`config.mk`:
```
export PLATFORM = sky130hd
export DESIGN_NAME = mul_add_rr_scheduler
export DESIGN_NICKNAME = d
export VERILOG_FILES = /design/src/rtl/mul_add_sched_pkg.sv /design/src/rtl/mul_add_resp_fifo.sv /design/src/rtl/mul_add_rr_scheduler.sv
export SDC_FILE = /design/constraint.sdc
export NUM_CORES = 1
export LEC_CHECK = 0
export ABC_AREA = 1
export CAP_MARGIN = 20
export CORE_AREA = 2 2 220 222
export CTS_CLUSTER_SIZE = 14
export DETAILED_ROUTE_END_ITERATION = 7
export DIE_AREA = 0 0 222 224
export DONT_BUFFER_PORTS = 1
export GPL_TIMING_DRIVEN = 0
export MAX_ROUTING_LAYER = met4
export PLACE_DENSITY = 0.41
export SKIP_CTS_REPAIR_TIMING = 1
export SLEW_MARGIN = 20
export SYNTH_ARGS = -nofsm -noshare
export SYNTH_HDL_FRONTEND = slang
export SYNTH_HIERARCHICAL = 1
export SYNTH_SLANG_ARGS = --single-unit
```
`constraint.sdc`:
```
create_clock -name clk -period 8.28 [get_ports clk]
set_input_delay 0.414 -clock clk [delete_from_list [all_inputs] [get_ports clk]]
set_output_delay 0.414 -clock clk [all_outputs]
set_load 0.05 [all_outputs]
```
`src/rtl/mul_add_sched_pkg.sv`:
```
// Shared types and helpers for the multiply-add round-robin scheduler.
package mul_add_sched_pkg;

    localparam int unsigned DATA_W_DEFAULT   = 32;
    localparam int unsigned PIPE_LAT_DEFAULT = 3;
    localparam int unsigned MAX_REQ          = 8;
    localparam int unsigned TAG_ID_W         = 3;

    typedef struct packed {
        logic                valid;
        logic [TAG_ID_W-1:0] id;
    } tag_t;

    // One-hot grant: first set bit of valid searching upward from ptr+1, wrapping at n.
    function automatic logic [MAX_REQ-1:0] rr_pick(input logic [MAX_REQ-1:0]  valid,
                                                   input logic [TAG_ID_W-1:0] ptr,
                                                   input int unsigned         n);
        logic [MAX_REQ-1:0] grant;
        logic               found;
        logic [3:0]         idx;
        grant = '0;
        found = 1'b0;
        for (int unsigned k = 1; k <= MAX_REQ; k++) begin
            if (k <= n && !found) begin
                idx = {1'b0, ptr} + 4'(k);
                if (idx >= 4'(n)) begin
                    idx = idx - 4'(n);
                end
                if (valid[idx[2:0]]) begin
                    grant[idx[2:0]] = 1'b1;
                    found           = 1'b1;
                end
            end
        end
        return grant;
    endfunction

endpackage

```
`src/rtl/mul_add_resp_fifo.sv`:
```
// Circular response FIFO; depth need not be a power of two. Head is shown combinationally.
module mul_add_resp_fifo #(
    parameter int unsigned WIDTH = 34,
    parameter int unsigned DEPTH = 4,
    parameter int unsigned CNT_W = $clog2(DEPTH + 1)
) (
    input  logic             clk,
    input  logic             rst,
    input  logic             push_i,
    input  logic [WIDTH-1:0] push_data_i,
    input  logic             pop_i,
    output logic [WIDTH-1:0] head_o,
    output logic [CNT_W-1:0] count_o,
    output logic             full_o,
    output logic             empty_o
);

    localparam int unsigned PTR_W = (DEPTH > 1) ? $clog2(DEPTH) : 1;

    logic [WIDTH-1:0] mem_q [DEPTH];
    logic [PTR_W-1:0] wr_q, rd_q;
    logic [CNT_W-1:0] cnt_q;
    logic             do_pop;

    function automatic logic [PTR_W-1:0] wrap_inc(input logic [PTR_W-1:0] p);
        return (p == PTR_W'(DEPTH - 1)) ? '0 : p + PTR_W'(1);
    endfunction

    assign empty_o = (cnt_q == '0);
    assign full_o  = (cnt_q == CNT_W'(DEPTH));
    assign count_o = cnt_q;
    assign do_pop  = pop_i && !empty_o;
    // Empty head reads as zero so stale entries never leak out.
    assign head_o  = empty_o ? '0 : mem_q[rd_q];

    always_ff @(posedge clk) begin
        if (push_i) begin
            mem_q[wr_q] <= push_data_i;
        end
    end

    always_ff @(posedge clk) begin
        if (rst) begin
            wr_q  <= '0;
            rd_q  <= '0;
            cnt_q <= '0;
        end else begin
            if (push_i) begin
                wr_q <= wrap_inc(wr_q);
            end
            if (do_pop) begin
                rd_q <= wrap_inc(rd_q);
            end
            cnt_q <= cnt_q + CNT_W'(push_i) - CNT_W'(do_pop);
        end
    end

    a_no_overflow: assert property (@(posedge clk) disable iff (rst) !(push_i && full_o));

endmodule

```
`src/rtl/mul_add_rr_scheduler.sv`:
```
// Credit-gated round-robin front end sharing one multiply-add pipeline among NUM_REQ requesters.
// Optional statistics counters are enabled by defining MUL_ADD_SCHED_STATS_EN.
module mul_add_rr_scheduler
    import mul_add_sched_pkg::*;
#(
    parameter int unsigned NUM_REQ    = 4,
    parameter int unsigned DATA_W     = DATA_W_DEFAULT,
    parameter int unsigned PIPE_LAT   = PIPE_LAT_DEFAULT,
    parameter int unsigned RESP_DEPTH = 4
) (
    input  logic                         clk,
    input  logic                         rst,
    input  logic [NUM_REQ-1:0]           req_valid,
    output logic [NUM_REQ-1:0]           req_ready,
    input  logic [NUM_REQ*DATA_W-1:0]    req_x,
    input  logic [NUM_REQ*DATA_W-1:0]    req_y,
    input  logic [NUM_REQ*DATA_W-1:0]    req_z,
    output logic [DATA_W-1:0]            mac_x,
    output logic [DATA_W-1:0]            mac_y,
    output logic [DATA_W-1:0]            mac_z,
    input  logic [DATA_W-1:0]            mac_out,
    output logic                         resp_valid,
    input  logic                         resp_ready,
    output logic [$clog2(NUM_REQ)-1:0]   resp_id,
    output logic [DATA_W-1:0]            resp_data
`ifdef MUL_ADD_SCHED_STATS_EN
    , output logic [NUM_REQ*16-1:0]      stat_grants,
    output logic [15:0]                  stat_credit_stall
`endif
);

    localparam int unsigned ID_W       = $clog2(NUM_REQ);
    localparam int unsigned FIFO_CNT_W = $clog2(RESP_DEPTH + 1);
    localparam int unsigned OUT_W      = $clog2(RESP_DEPTH + PIPE_LAT + 1);

    tag_t                   tags_q [PIPE_LAT];
    tag_t                   tail_tag;
    logic [TAG_ID_W-1:0]    tail_id_unused;
    logic [ID_W-1:0]        rr_ptr_q, gnt_idx;
    logic [MAX_REQ-1:0]     pick;
    logic [NUM_REQ-1:0]     grant;
    logic                   can_issue, issue;
    logic [OUT_W-1:0]       outstanding;
    logic [FIFO_CNT_W-1:0]  fifo_count;
    logic                   fifo_full_unused, fifo_empty, fifo_pop;
    logic [ID_W+DATA_W-1:0] fifo_head;

    // Credits cover everything issued but not yet popped, so the pipeline can never overrun.
    always_comb begin
        outstanding = OUT_W'(fifo_count);
        for (int i = 0; i < PIPE_LAT; i++) begin
            outstanding = outstanding + OUT_W'(tags_q[i].valid);
        end
    end

    assign can_issue = (outstanding < OUT_W'(RESP_DEPTH)) && !rst;
    assign pick      = rr_pick(MAX_REQ'(req_valid), TAG_ID_W'(rr_ptr_q), NUM_REQ);
    assign grant     = pick[NUM_REQ-1:0];
    assign req_ready = {NUM_REQ{can_issue}} & grant;
    assign issue     = |req_ready;

    always_comb begin
        gnt_idx = '0;
        mac_x   = '0;
        mac_y   = '0;
        mac_z   = '0;
        for (int i = 0; i < NUM_REQ; i++) begin
            if (req_ready[i]) begin
                gnt_idx = ID_W'(i);
                mac_x   = req_x[i*DATA_W +: DATA_W];
                mac_y   = req_y[i*DATA_W +: DATA_W];
                mac_z   = req_z[i*DATA_W +: DATA_W];
            end
        end
    end

    always_ff @(posedge clk) begin
        if (rst) begin
            rr_ptr_q <= ID_W'(NUM_REQ - 1);
            for (int i = 0; i < PIPE_LAT; i++) begin
                tags_q[i] <= '0;
            end
        end else begin
            tags_q[0] <= '{valid: issue, id: TAG_ID_W'(gnt_idx)};
            for (int i = 1; i < PIPE_LAT; i++) begin
                tags_q[i] <= tags_q[i-1];
            end
            if (issue) begin
                rr_ptr_q <= gnt_idx;
            end
        end
    end

    assign tail_tag       = tags_q[PIPE_LAT-1];
    assign tail_id_unused = tail_tag.id;
    assign fifo_pop       = resp_valid && resp_ready;

    mul_add_resp_fifo #(
        .WIDTH (ID_W + DATA_W),
        .DEPTH (RESP_DEPTH),
        .CNT_W (FIFO_CNT_W)
    ) u_resp_fifo (
        .clk         (clk),
        .rst         (rst),
        .push_i      (tail_tag.valid),
        .push_data_i ({ID_W'(tail_tag.id), mac_out}),
        .pop_i       (fifo_pop),
        .head_o      (fifo_head),
        .count_o     (fifo_count),
        .full_o      (fifo_full_unused),
        .empty_o     (fifo_empty)
    );

    assign resp_valid             = !fifo_empty;
    assign {resp_id, resp_data}   = fifo_head;

`ifdef MUL_ADD_SCHED_STATS_EN
    logic [15:0] grants_q [NUM_REQ];
    logic [15:0] stall_q;

    always_ff @(posedge clk) begin
        if (rst) begin
            stall_q <= '0;
            for (int i = 0; i < NUM_REQ; i++) begin
                grants_q[i] <= '0;
            end
        end else begin
            for (int i = 0; i < NUM_REQ; i++) begin
                if (req_ready[i] && grants_q[i] != 16'hFFFF) begin
                    grants_q[i] <= grants_q[i] + 16'd1;
                end
            end
            if (|req_valid && !can_issue && stall_q != 16'hFFFF) begin
                stall_q <= stall_q + 16'd1;
            end
        end
    end

    always_comb begin
        stat_grants = '0;
        for (int i = 0; i < NUM_REQ; i++) begin
            stat_grants[i*16 +: 16] = grants_q[i];
        end
    end

    assign stat_credit_stall = stall_q;
`endif

endmodule

```
## Word-level counts from Yosys, hierarchy flattened

Memories as Yosys holds them, arrays and structs flattened. A register that Yosys moved wholly into a read port is not among the register bits.
Cells that the tools add are included.

| word-level totals | value |
|---|---|
| memories | 2 |
| memory bits (writable) | 148 |
| bits in latches | 0 |
| input bits | 423 |
| register bits after elaboration | 9 |
| bits in read-only memories | 0 |
| output and inout bits | 135 |

| operators by class | value |
|---|---|
| equal/unequal tests | 2 |
| divide/modulo/power cells | 0 |
| reduce and logical (&&, ||, !) cells | 11 |
| shifts and indexed selects | 0 |
| multiplexer cells | 63 |
| add/subtract/negate cells | 15 |
| multiply operators | 0 |
| magnitude comparators | 13 |
| bitwise operators | 7 |

Memory list:

| name | depth | bits a word | read ports | clocked after Yosys merged registers in | wr ports | RTL line | text |
|---|---|---|---|---|---|---|---|
| u_resp_fifo.mem_q | 4 | 34 | 1 | 1 | 1 | mul_add_resp_fifo.sv:20 | `logic [WIDTH-1:0] mem_q [DEPTH];` |
| tags_q | 3 | 4 | 3 | 0 | 3 | mul_add_rr_scheduler.sv:36 | `tag_t tags_q [PIPE_LAT];` |

Operators by type and width:

| operator | number |
|---|---|
| two-way mux 32 bit | 12 |
| two-way mux 4 bit | 10 |
| two-way mux 34 bit | 1 |
| two-way mux 3 bit | 7 |
| two-way mux 1 bit | 19 |
| < comparator 3 x 4 -> 1 bit, second input constant | 4 |
| adder 3 x 1 -> 3 bit | 4 |
| binary-select mux 1 bit (select 3 bit) | 4 |
| demux 1 bit (select 3 bit) | 4 |
| >= comparator 3 x 1 -> 1 bit, second input constant | 4 |
| two-way mux 2 bit | 6 |
| bitwise OR 4 bit | 3 |
| subtractor 3 bit, second input constant | 4 |
| >= comparator 3 bit, second input constant | 3 |
| logical AND 1 bit | 7 |
| adder 2 x 2 -> 3 bit, second input constant | 2 |
| adder 2 x 1 -> 2 bit, second input constant | 2 |
| adder 2 x 3 -> 4 bit, second input constant | 1 |
| AND 4 bit | 1 |
| equality test 2 bit, second input constant | 2 |
| >= comparator 4 x 3 -> 1 bit, second input constant | 1 |
| OR reduction 4 bit | 1 |
| adder 2 x 1 -> 3 bit, second input constant | 1 |
| zero test 3 bit | 1 |
| 4 further kinds | 7 |

## Logic depth before layout (Yosys ltp)

Gate-level depths: netlist of the first run.

| depth | value |
|---|---|
| word-level depth | 29 |
| depth in mapped cells | 17 |

## By module

The synthesis of the first run kept the hierarchy.

By module, submodules not included:

| module | cells each | area each (µm²) | times used |
|---|---|---|---|
| mul_add_resp_fifo | 598 | 6182.2 | 1 |
| mul_add_rr_scheduler | 1191 | 5395.2 | 1 |

## Least setup slack after synthesis of the first run

Ideal clock, no wire load.

| timing | value |
|---|---|
| path kind | register to output |
| from | register u_resp_fifo.cnt_q[0] (netlist: u_resp_fifo/count_o[0]) |
| to | output port mac_x[13] |
| buffers on the path | 3 |
| cell stages (with the launch flop) | 16 |
| arrival time | 2.872 ns |
| path slack | 4.994 ns |
| cells stage by stage | dfxtp_1 -> inv_1 -> fa_1 -> inv_1 -> ha_1 -> a21o_1 -> nand2_1 -> nand2_1 -> nor2_1 -> buf_2 -> buf_2 -> buf_1 -> nand3_1 -> nor2_1 -> a21oi_2 -> nand2_1 |

| between the ends | value |
|---|---|
| cells in the longest elaborated chain, start to end | 10 |

RTL lines:

| what | RTL line | text |
|---|---|---|
| from (decl) | mul_add_resp_fifo.sv:22 | `logic [CNT_W-1:0] cnt_q;` |
| from (signal assigned) | mul_add_resp_fifo.sv:54 | `cnt_q <= cnt_q + CNT_W'(push_i) - CNT_W'(do_pop);` |
| adder 3 x 1 -> 3 bit * (3 in series) | mul_add_rr_scheduler.sv:52 | `outstanding = outstanding + OUT_W'(tags_q[i].valid);` |
| < comparator 3 bit * | mul_add_rr_scheduler.sv:56 | `assign can_issue = (outstanding < OUT_W'(RESP_DEPTH)) && !rst;` |
| logical AND 1 bit * | mul_add_rr_scheduler.sv:56 |  |
| AND 4 bit * | mul_add_rr_scheduler.sv:59 | `assign req_ready = {NUM_REQ{can_issue}} & grant;` |
| two-way mux 32 bit (3 in series) | mul_add_rr_scheduler.sv:68 | `if (req_ready[i]) begin` |
| two-way mux 32 bit * | mul_add_rr_scheduler.sv:68 |  |
| to (decl) | mul_add_rr_scheduler.sv:18 | `output logic [DATA_W-1:0] mac_x,` |

Mark *: on every way between the ends. The rest lies on a longest branch, timed or not.

==> metrics, run 1 <==
row count=80; mean post-synth cell area=6.47 µm²; Slew headroom=17.6%; initial core utilization=24.4%; DRT Wirelength=58400 µm; Pre-Repair DR Iteration Count=6; CTS Sinks=156; drt via density=roughly 4.7; Arrival @ worst endpoint=4.52 ns; Hold Crit Endpoint=u_resp_fifo/count_o[1]; sequential cell fraction of total power=14.8%; Internal=2020 µW; Placed Area=12500 µm²; via count=11500; min-delay src=rst; die area=~50000 µm²; Worst R2R End=rr_ptr_q[1]; sw frac=around two thirds; Clock Power Share=about an eighth; clk_lat worst skew=between 0.4 and 0.5 ns; combinational group share of total power=between 70% and 80%; Data required, critical path=just under 8 ns; VDD IR-drop max=226 µV; power per cell area=482 nW/µm²; Sw Pwr=4260 µW; Die H=approximately 220 µm; pin count of the biggest net entering global routing=28; worst min path class=in2reg; Core Region=47300 µm²; FF/Latch Area=about 4500 µm²; Post-Synthesis Cells=1788; synth-to-layout area growth=12.6%; FF-to-FF setup slack=4.94 ns; Reg clk slew, reported paths=approximately 0.070 ns; status=finished, final reports clean; GRT Total Usage=23.6%; nets=roughly 2300; syn nets=2228; vias in the first global route=11300; Max Transition Viols Final=0; Post-DP HPWL=48200 µm; Final Cell Area=13000 µm²; Leak=0.00633 µW; Worst Hold Path Cells=1; number of synthesis warnings=6; CTS tree=yes; gr ovfl total=0; Worst Skew=between 0.008 and 0.009 ns; initial antenna violation count=6; max_cap viols=0; Crit Path Category=reg2out; RD Place Congestion=between 0.9 and 1; Antenna Nets Post-Route=0; multi-input combinational cell area=5630 µm²; Final min period=approximately 5 ns; routed len/inst=roughly 24 µm; DIE WIDTH=222 µm; r2r worst-path depth=14; Inserted Clock Buffers=17; # fillers=5382; Worst R2R Start=tags_q[0][11]; Fmax=0.203 GHz; number of port buffers=0; DRC=0; final setup violation count=0; CP Max Fanout=10; Clock Path Buffers=2; starting DRC count in detailed routing=a little over 600; crit end category=output port; startpoint types=register; ratio of cells with drive above 1 in the final layout=8.77%; Max H-tree Level=4; final setup TNS=0 ns; Fin. Hold Viols=0; Post-Syn Area=~12000 µm²; root buf cell=clkbuf_16; Final period util=59.6%; RSZ-0062 raised after global routing=no; Ports=558; first-pass GRT wire length=81600 µm; transition time of the tightest slew-check pin=1.24 ns
[layout make-up]
cell class / count / area share, %
tap: 615 / 5.90
clock buffer: 18 / 3.46
inverter: 208 / 6.01
sequential: 156 / 34.4
multi-input combinational: 1305 / 43.2
antenna: 6 / 0.115
buffer: 119 / 5.35
timing repair buffer: 4 / 0.672
clock inverter: 14 / 0.845
[per-stage QoR]
stage	instances	setup slack, ns	util (%)	hold WS, ns	power, µW
finish	2445	3.35	27.5	0.0441	6280
detailed placement	2407	3.74	26.3	0.394	5590
global placement	2403	3.77	26.1	0.393	5590
floorplan	1788	5.02	-	0.388	4500
global route	2445	3.06	27.5	0.0157	6650
CTS	2439	3.22	27.5	0.0137	6340
[routing by layer]
layer / part of all wire [%] / GRT usage [%]
met4: 1.4 / 4.93
met5: 0 / -
met1: 42 / 27.5
met2: 50 / 40.6
met3: 7.1 / 6.39
[cell usage in the layout (no fill, tap or decap), types with 10 or more instances in the layout]
cell type    n
ha_1        15
clkbuf_16   18
buf_2       44
a21oi_1    116
edfxtp_1   136
dfxtp_1     20
buf_4       32
a21oi_2     17
buf_6       10
inv_2       10
nor2_1     354
inv_1      197
nand2_1    566
clkbuf_1    25
nand3_1    211
[power by group through the flow]
stage                     sequential (µW)  clock [µW]  combinational [µW]
after floorplan                       941           0                3560
after global placement                949           0                4640
after detailed placement              947           0                4640
after CTS                             931         762                4650
after global routing                  936         788                4930
final                                 931         733                4620
[critical path: stages, from the launching register on]
cell     delay, ns
dfxtp_1       0.47
inv_1         0.09
fa_1          0.36
inv_1         0.06
ha_1          0.21
a21o_1        0.18
nand2_1       0.06
nand2_1       0.04
nor2_1        0.25
buf_2         0.40
inv_2         0.06
nor2_2        0.16
buf_4         0.27
buf_4         0.32
nor2_1        0.08
a21oi_1       0.55
nand2_1       0.51
[sequential cells by signal, summed over array words and instances, names as in the netlist, named ones only]
register,cells
rr_ptr_q,2
tags_q,9
u_resp_fifo/count_o,3
u_resp_fifo/mem_q,136
u_resp_fifo/rd_q,2
u_resp_fifo/wr_q,2
[worst max-delay path by stage]
stage	startpoint	cells after the start	endpoint
detailed placement	tags_q[0][11]	16	mac_x[24]
global route	tags_q[0][11]	16	mac_x[24]
floorplan	u_resp_fifo/count_o[0]	15	mac_x[13]
global placement	tags_q[0][11]	16	mac_x[24]
CTS	tags_q[0][11]	16	mac_x[24]
finish	tags_q[0][11]	16	mac_x[24]
Note: power is estimated with default switching activity, not from simulation.
==> run 2, diff against run 1 <==
- ABC_AREA: 1 -> 0
- CORE_AREA: 2 2 220 222 -> 2 2 218 220
- DIE_AREA: 0 0 222 224 -> 0 0 220 222
- PLACE_DENSITY: 0.41 -> 0.38
- clock period: 8.28 -> 4.98 ns (I/O delays scaled with it)
==> metrics, run 2 <==
starting DRC count in detailed routing=628 (+2.6%); Final period util=97.1%; pin count of the biggest net entering global routing=21 (-25%); row count=79 (-1.3%); Final min period=4.83 ns; Data required, critical path=4.73 ns (-3.14 ns); DIE WIDTH=220 µm (-0.90%); via count=8571 (-25%); DRT Wirelength=49100 µm (-16%); Fin. Hold Viols=0 (unchanged); max reg flops=136 (unchanged); Pre-Repair DR Iteration Count=5 (-1); RD Place Congestion=1.02 (+6.8%); mean post-synth cell area=11.1 µm² (+71%); Setup WS pre-CTS=-0.228 ns (-3.96 ns); Clock Path Buffers=2 (unchanged); CTS Sinks=156 (unchanged); final setup violation count=0 (unchanged); Reg clk slew, reported paths=0.06 ns (about the same); Ports=558 (unchanged); startpoint types=register; most frequent cells in the layout=136 x edfxtp_1, 109 x inv_1, 102 x nor2_1, 96 x and4_1, 94 x a221oi_1; die area=48800 µm² (-1.8%); GRT Total Usage=19.7% (-3.9 points); CTS tree=yes; Max H-tree Level=4 (unchanged); syn nets=1352 (-39%); Inst Count DP=1524 (-37%); gr ovfl total=0 (unchanged); crit end category=output port; total power=9070 µW (+44%); synth-to-layout area growth=26.3%; worst min path class=in2reg; Crit Path Category=reg2out; Post-DP HPWL=39500 µm (-18%); Arrival @ worst endpoint=4.58 ns (+0.06 ns); Worst Skew=0.00683 ns (-0.00165 ns); # fillers=4914 (-8.7%); Max Transition Viols Final=0 (unchanged); vias in the first global route=8623 (-24%); Core Region=46300 µm² (-2.3%); ratio of cells with drive above 1 in the final layout=21.9% (+13 points); max_cap viols=0 (unchanged); VDD IR-drop max=453 µV (+100%); Inserted Clock Buffers=17 (unchanged); Fmax=0.207 GHz; number of synthesis warnings=6 (unchanged); Leak=0.00426 µW (-33%); initial core utilization=21.8% (-2.6 points); fin cells=1609 (-34%); drt via density=5.33 (+13%); routed len/inst=30.5 µm (+28%); Post-Syn Area=10100 µm² (-13%); initial antenna violation count=18 (+12); DRC=0 (unchanged); status=finished, final reports clean; Die H=222 µm (-0.89%); Antenna Nets Post-Route=0 (unchanged); Reg with most FFs=u_resp_fifo/mem_q; Slew headroom=48.4% (+31 points); post-route setup slack=0.147 ns (-3.20 ns); transition time of the tightest slew-check pin=0.776 ns (-0.464 ns); first-pass GRT wire length=65900 µm (-19%); number of port buffers=0 (unchanged); commonest non-fill, non-tap cell in the layout=edfxtp_1; clk_lat worst skew=0.42 ns (about the same); worst hold slack=0.0571 ns (+0.0130 ns); CP Max Fanout=10 (unchanged); root buf cell=clkbuf_16; power per cell area=712 nW/µm² (+48%); RSZ-0062 raised after global routing=yes; nets=1412 (-37%); Post-Synthesis Cells=912 (-49%)
[run 2: changes by cell type in the layout (fill, tap and decap cells not counted), sizes merged, moves of 96 or more]
cell	before	now
and4	0	96
inv	214	113
nand2	573	3
nor2	356	102
a221oi	0	97
nand3	212	5
a21oi	133	2
o22ai	0	96
[run 2: worst paths after layout]
kind / startpoint / slack, ns / cells after the start / to
setup / recovery: rr_ptr_q[0] / 0.15 / 11 / mac_z[11]
hold / removal: rst / 0.06 / 2 / rr_ptr_q[0]
setup reg to reg: rr_ptr_q[0] / 1.46 / 10 / rr_ptr_q[0]
hold reg to reg: tags_q[0][0] / 0.44 / 1 / tags_q[0][4]
[run 2: critical path, stage by stage, from the launching register on]
cell and delay (ns):
dfxtp_1 0.42, buf_6 0.17, inv_1 0.09, ha_1 0.34, mux4_2 0.39, a221oi_4 0.38
nand4_1 0.21, a31oi_4 0.53, or4b_1 0.48, buf_2 0.20, buf_2 0.27, o22ai_2 0.67
[run 2: cell type report]
cell class | instances | area [µm²] | share of cell area, %
Tap cell | 607 | 759 | 5.96
Buffer | 97 | 499 | 3.92
Multi-Input combinational cell | 549 | 5510 | 43.2
Sequential cell | 156 | 4490 | 35.2
Timing Repair Buffer | 41 | 463 | 3.63
Clock buffer | 17 | 425 | 3.34
Clock inverter | 15 | 146 | 1.15
Antenna cell | 17 | 42.5 | 0.334
Inverter | 110 | 413 | 3.24
[run 2: through the flow]
| step | util [%] | instance area, µm² | TNS [ns] |
|---|---|---|---|
| floorplan | - | 10100 | 0 |
| global placement | 23.4 | 10800 | -8.28 |
| detailed placement | 23.9 | 11100 | -0.518 |
| CTS | 25.2 | 11600 | -26.98 |
| global route | 27.5 | 12700 | -0.636 |
| finish | 27.5 | 12700 | 0 |
[run 2: per-layer routing]
metal | global-route usage [%] | part of all wire (%) | wire length, µm
met1 | 22.8 | 41 | 20100
met2 | 31.3 | 48 | 23500
met3 | 7.30 | 8.3 | 4070
met4 | 6.30 | 2.9 | 1420
met5 | - | 0 | 0
[run 2: report_power, final]
| part | switching [µW] | leakage, µW | total, µW | internal, µW |
|---|---|---|---|---|
| combinational | 4780 | 0.00259 | 6300 | 1510 |
| clock | 520 | 0.000269 | 1250 | 735 |
| sequential | 37.7 | 0.00140 | 1520 | 1490 |
==> run 3, diff against run 2 <==
- CTS_BUF_LIST: unset -> sky130_fd_sc_hd__clkbuf_4 sky130_fd_sc_hd__clkbuf_8
- PLACE_DENSITY: 0.38 -> 0.39
- clock period: 4.98 -> 4.1 ns (I/O delays scaled with it)
==> metrics, run 3 (synthesized netlist as in run 2, its figures left out) <==
status=finished, violations left; violated checks=negative setup slack; final setup violation count=96 (+96); crit end category=output port; worst setup path start=rr_ptr_q[0]; synth-to-layout area growth=31.2%; WP buf/inv=6 (+2); min-delay src=rst; nets=1430 (+1.3%); Final min period=4.49 ns; Pre-Repair DR Iteration Count=5 (unchanged); root buf cell=clkbuf_8; gr ovfl total=0 (unchanged); worst min path class=in2reg; Final Cell Area=13200 µm² (+3.9%); commonest non-fill, non-tap cell in the layout=edfxtp_1; final setup TNS=-27.09 ns (-27.09 ns); max_cap viols=0 (unchanged); Core Region=46300 µm² (unchanged); Leak=0.00432 µW (+1.5%); Fin. Hold Viols=0 (unchanged); worst hold slack=0.0586 ns (+0.00146 ns); sw frac=59.2% (+0.36 points); max incr delay on CP=0.54 ns (-0.13 ns); fin util=28.6% (+1.1 points); CTS Sinks=156 (unchanged); routed len/inst=32.6 µm (+6.8%); starting DRC count in detailed routing=742 (+18%); initial antenna violation count=32 (+14); cell class contributing the biggest share of worst-path delay=compound AO/OA/AOI/OAI gates; VDD IR-drop max=537 µV (+18%); FF/Latch Area=4500 µm² (+0.33%); Reg with most FFs=u_resp_fifo/mem_q; Worst Skew=0.0168 ns (+0.00995 ns); clk_lat worst skew=0.45 ns (+0.03 ns); drt via density=5.29 (-0.62%); Internal=4670 µW (+25%); # fillers=4798 (-2.4%); startpoint types=register; GRT Total Usage=21.3% (+1.6 points); Clock Power Share=10.5% (-3.3 points); multi-input combinational cell area=5880 µm² (+6.7%); most frequent cells in the layout=136 x edfxtp_1, 107 x inv_1, 102 x nor2_1; DIE WIDTH=220 µm (unchanged); sequential cell fraction of total power=16.1% (-0.7 points); Post-DP HPWL=43700 µm (+11%); pin count of the biggest net entering global routing=24 (+14%); Placed Area=11300 µm² (+1.9%); CP Max Fanout=7 (-3); Antenna Nets Post-Route=0 (unchanged); Final period util=109%; transition time of the tightest slew-check pin=0.975 ns (+0.199 ns); max reg flops=136 (unchanged); DRT Wirelength=53200 µm (+8.3%); Fmax=between 0.2 and 0.25 GHz; critical path, cell by cell=buf_8 > clkinvlp_4 > ha_4 > mux4_2 > a221oi_4 > nand4_1 > a31oi_4 > or4b_4 > buf_8 > buf_16 > buf_12 > buf_12 > o22ai_4; DRC=0 (unchanged); Data required, critical path=3.89 ns (-0.84 ns); Die H=222 µm (unchanged); initial core utilization=21.8% (unchanged); Inserted Clock Buffers=17 (unchanged); row count=79 (unchanged); via count=8640 (+0.81%); power per cell area=865 nW/µm² (+21%); ratio of cells with drive above 1 in the final layout=25.1% (+3.2 points); CTS tree=yes; Sw Pwr=6780 µW (+27%); RSZ-0062 raised after global routing=yes; total power=11400 µW (+26%); Worst R2R Start=rr_ptr_q[0]; Clock Path Buffers=2 (unchanged); number of port buffers=0 (unchanged); Crit Path Category=reg2out; RD Place Congestion=1.09 (+5.9%); Reg clk slew, reported paths=0.10 ns (+0.04 ns); Max Transition Viols Final=0 (unchanged); post-route setup slack=-0.388 ns (-0.534 ns); first-pass GRT wire length=69700 µm (+5.7%); die area=48800 µm² (unchanged); Slew headroom=35.0% (-13 points); Ports=558 (unchanged); vias in the first global route=8506 (-1.4%); combinational group share of total power=73.4% (+4.0 points); critical path's slowest cell=or4b_4; Arrival @ worst endpoint=4.28 ns (-0.30 ns); Max H-tree Level=4 (unchanged)
==> run 3: cell count changes in the layout (fill, tap and decap cells not counted), moves of 5 or more <==
cell       before  now
clkbuf_2        6   14
buf_4           4   17
o22ai_2        47    0
clkbuf_16      17    1
diode_2        17   22
clkbuf_1       65   59
clkbuf_8        0   17
o22ai_4        48   96
buf_2          15    9
buf_12          4   11
==> run 3: metal layers <==
layer / vias to the layer above / part of all wire (%) / global-route usage (%) / wire length [µm]
li1: 3743 / - / - / -
met2: 442 / 50 / 35.3 / 26700
met3: 56 / 7.4 / 4.99 / 3930
met4: 0 / 2.6 / 5.95 / 1380
met5: - / 0 / - / 0
met1: 4399 / 40 / 25.7 / 21100
==> run 3: through the flow <==
stage | std cells | setup WS, ns
after floorplan | 912 | -0.186
after global placement | 1519 | -1.33
after detailed placement | 1524 | -1.28
after CTS | 1556 | -1.79
after global routing | 1625 | -0.521
final | 1632 | -0.388
==> run 3: power groups by stage <==
stage | Combinational, µW | Clock, µW | Sequential (µW)
3_3_place_gp | 7070 | 0 | 1890
4_1_cts | 7100 | 1260 | 1850
5_1_grt | 8750 | 1320 | 1850
2_1_floorplan | 5720 | 0 | 1870
3_5_place_dp | 7090 | 0 | 1890
6_report | 8400 | 1200 | 1840
==> run 3: final timing paths <==
| path | endpoint | slack [ns] | cells past startpoint |
|---|---|---|---|
| max | mac_x[25] | -0.39 | 13 |
| min | tags_q[0][1] | 0.06 | 2 |
| max reg2reg | rr_ptr_q[1] | 0.84 | 11 |
| min reg2reg | tags_q[0][5] | 0.45 | 1 |
==> run 3: area by class of cell <==
class / instances / share of cell area [%]
clock buffers: 18 / 1.82
multi-input cells: 549 / 44.4
flip-flops and latches: 156 / 34.0
clock inverters: 14 / 1.29
inverters: 110 / 3.15
plain buffers: 97 / 4.30
repair buffers: 59 / 4.88
diodes: 22 / 0.416
well taps: 607 / 5.74
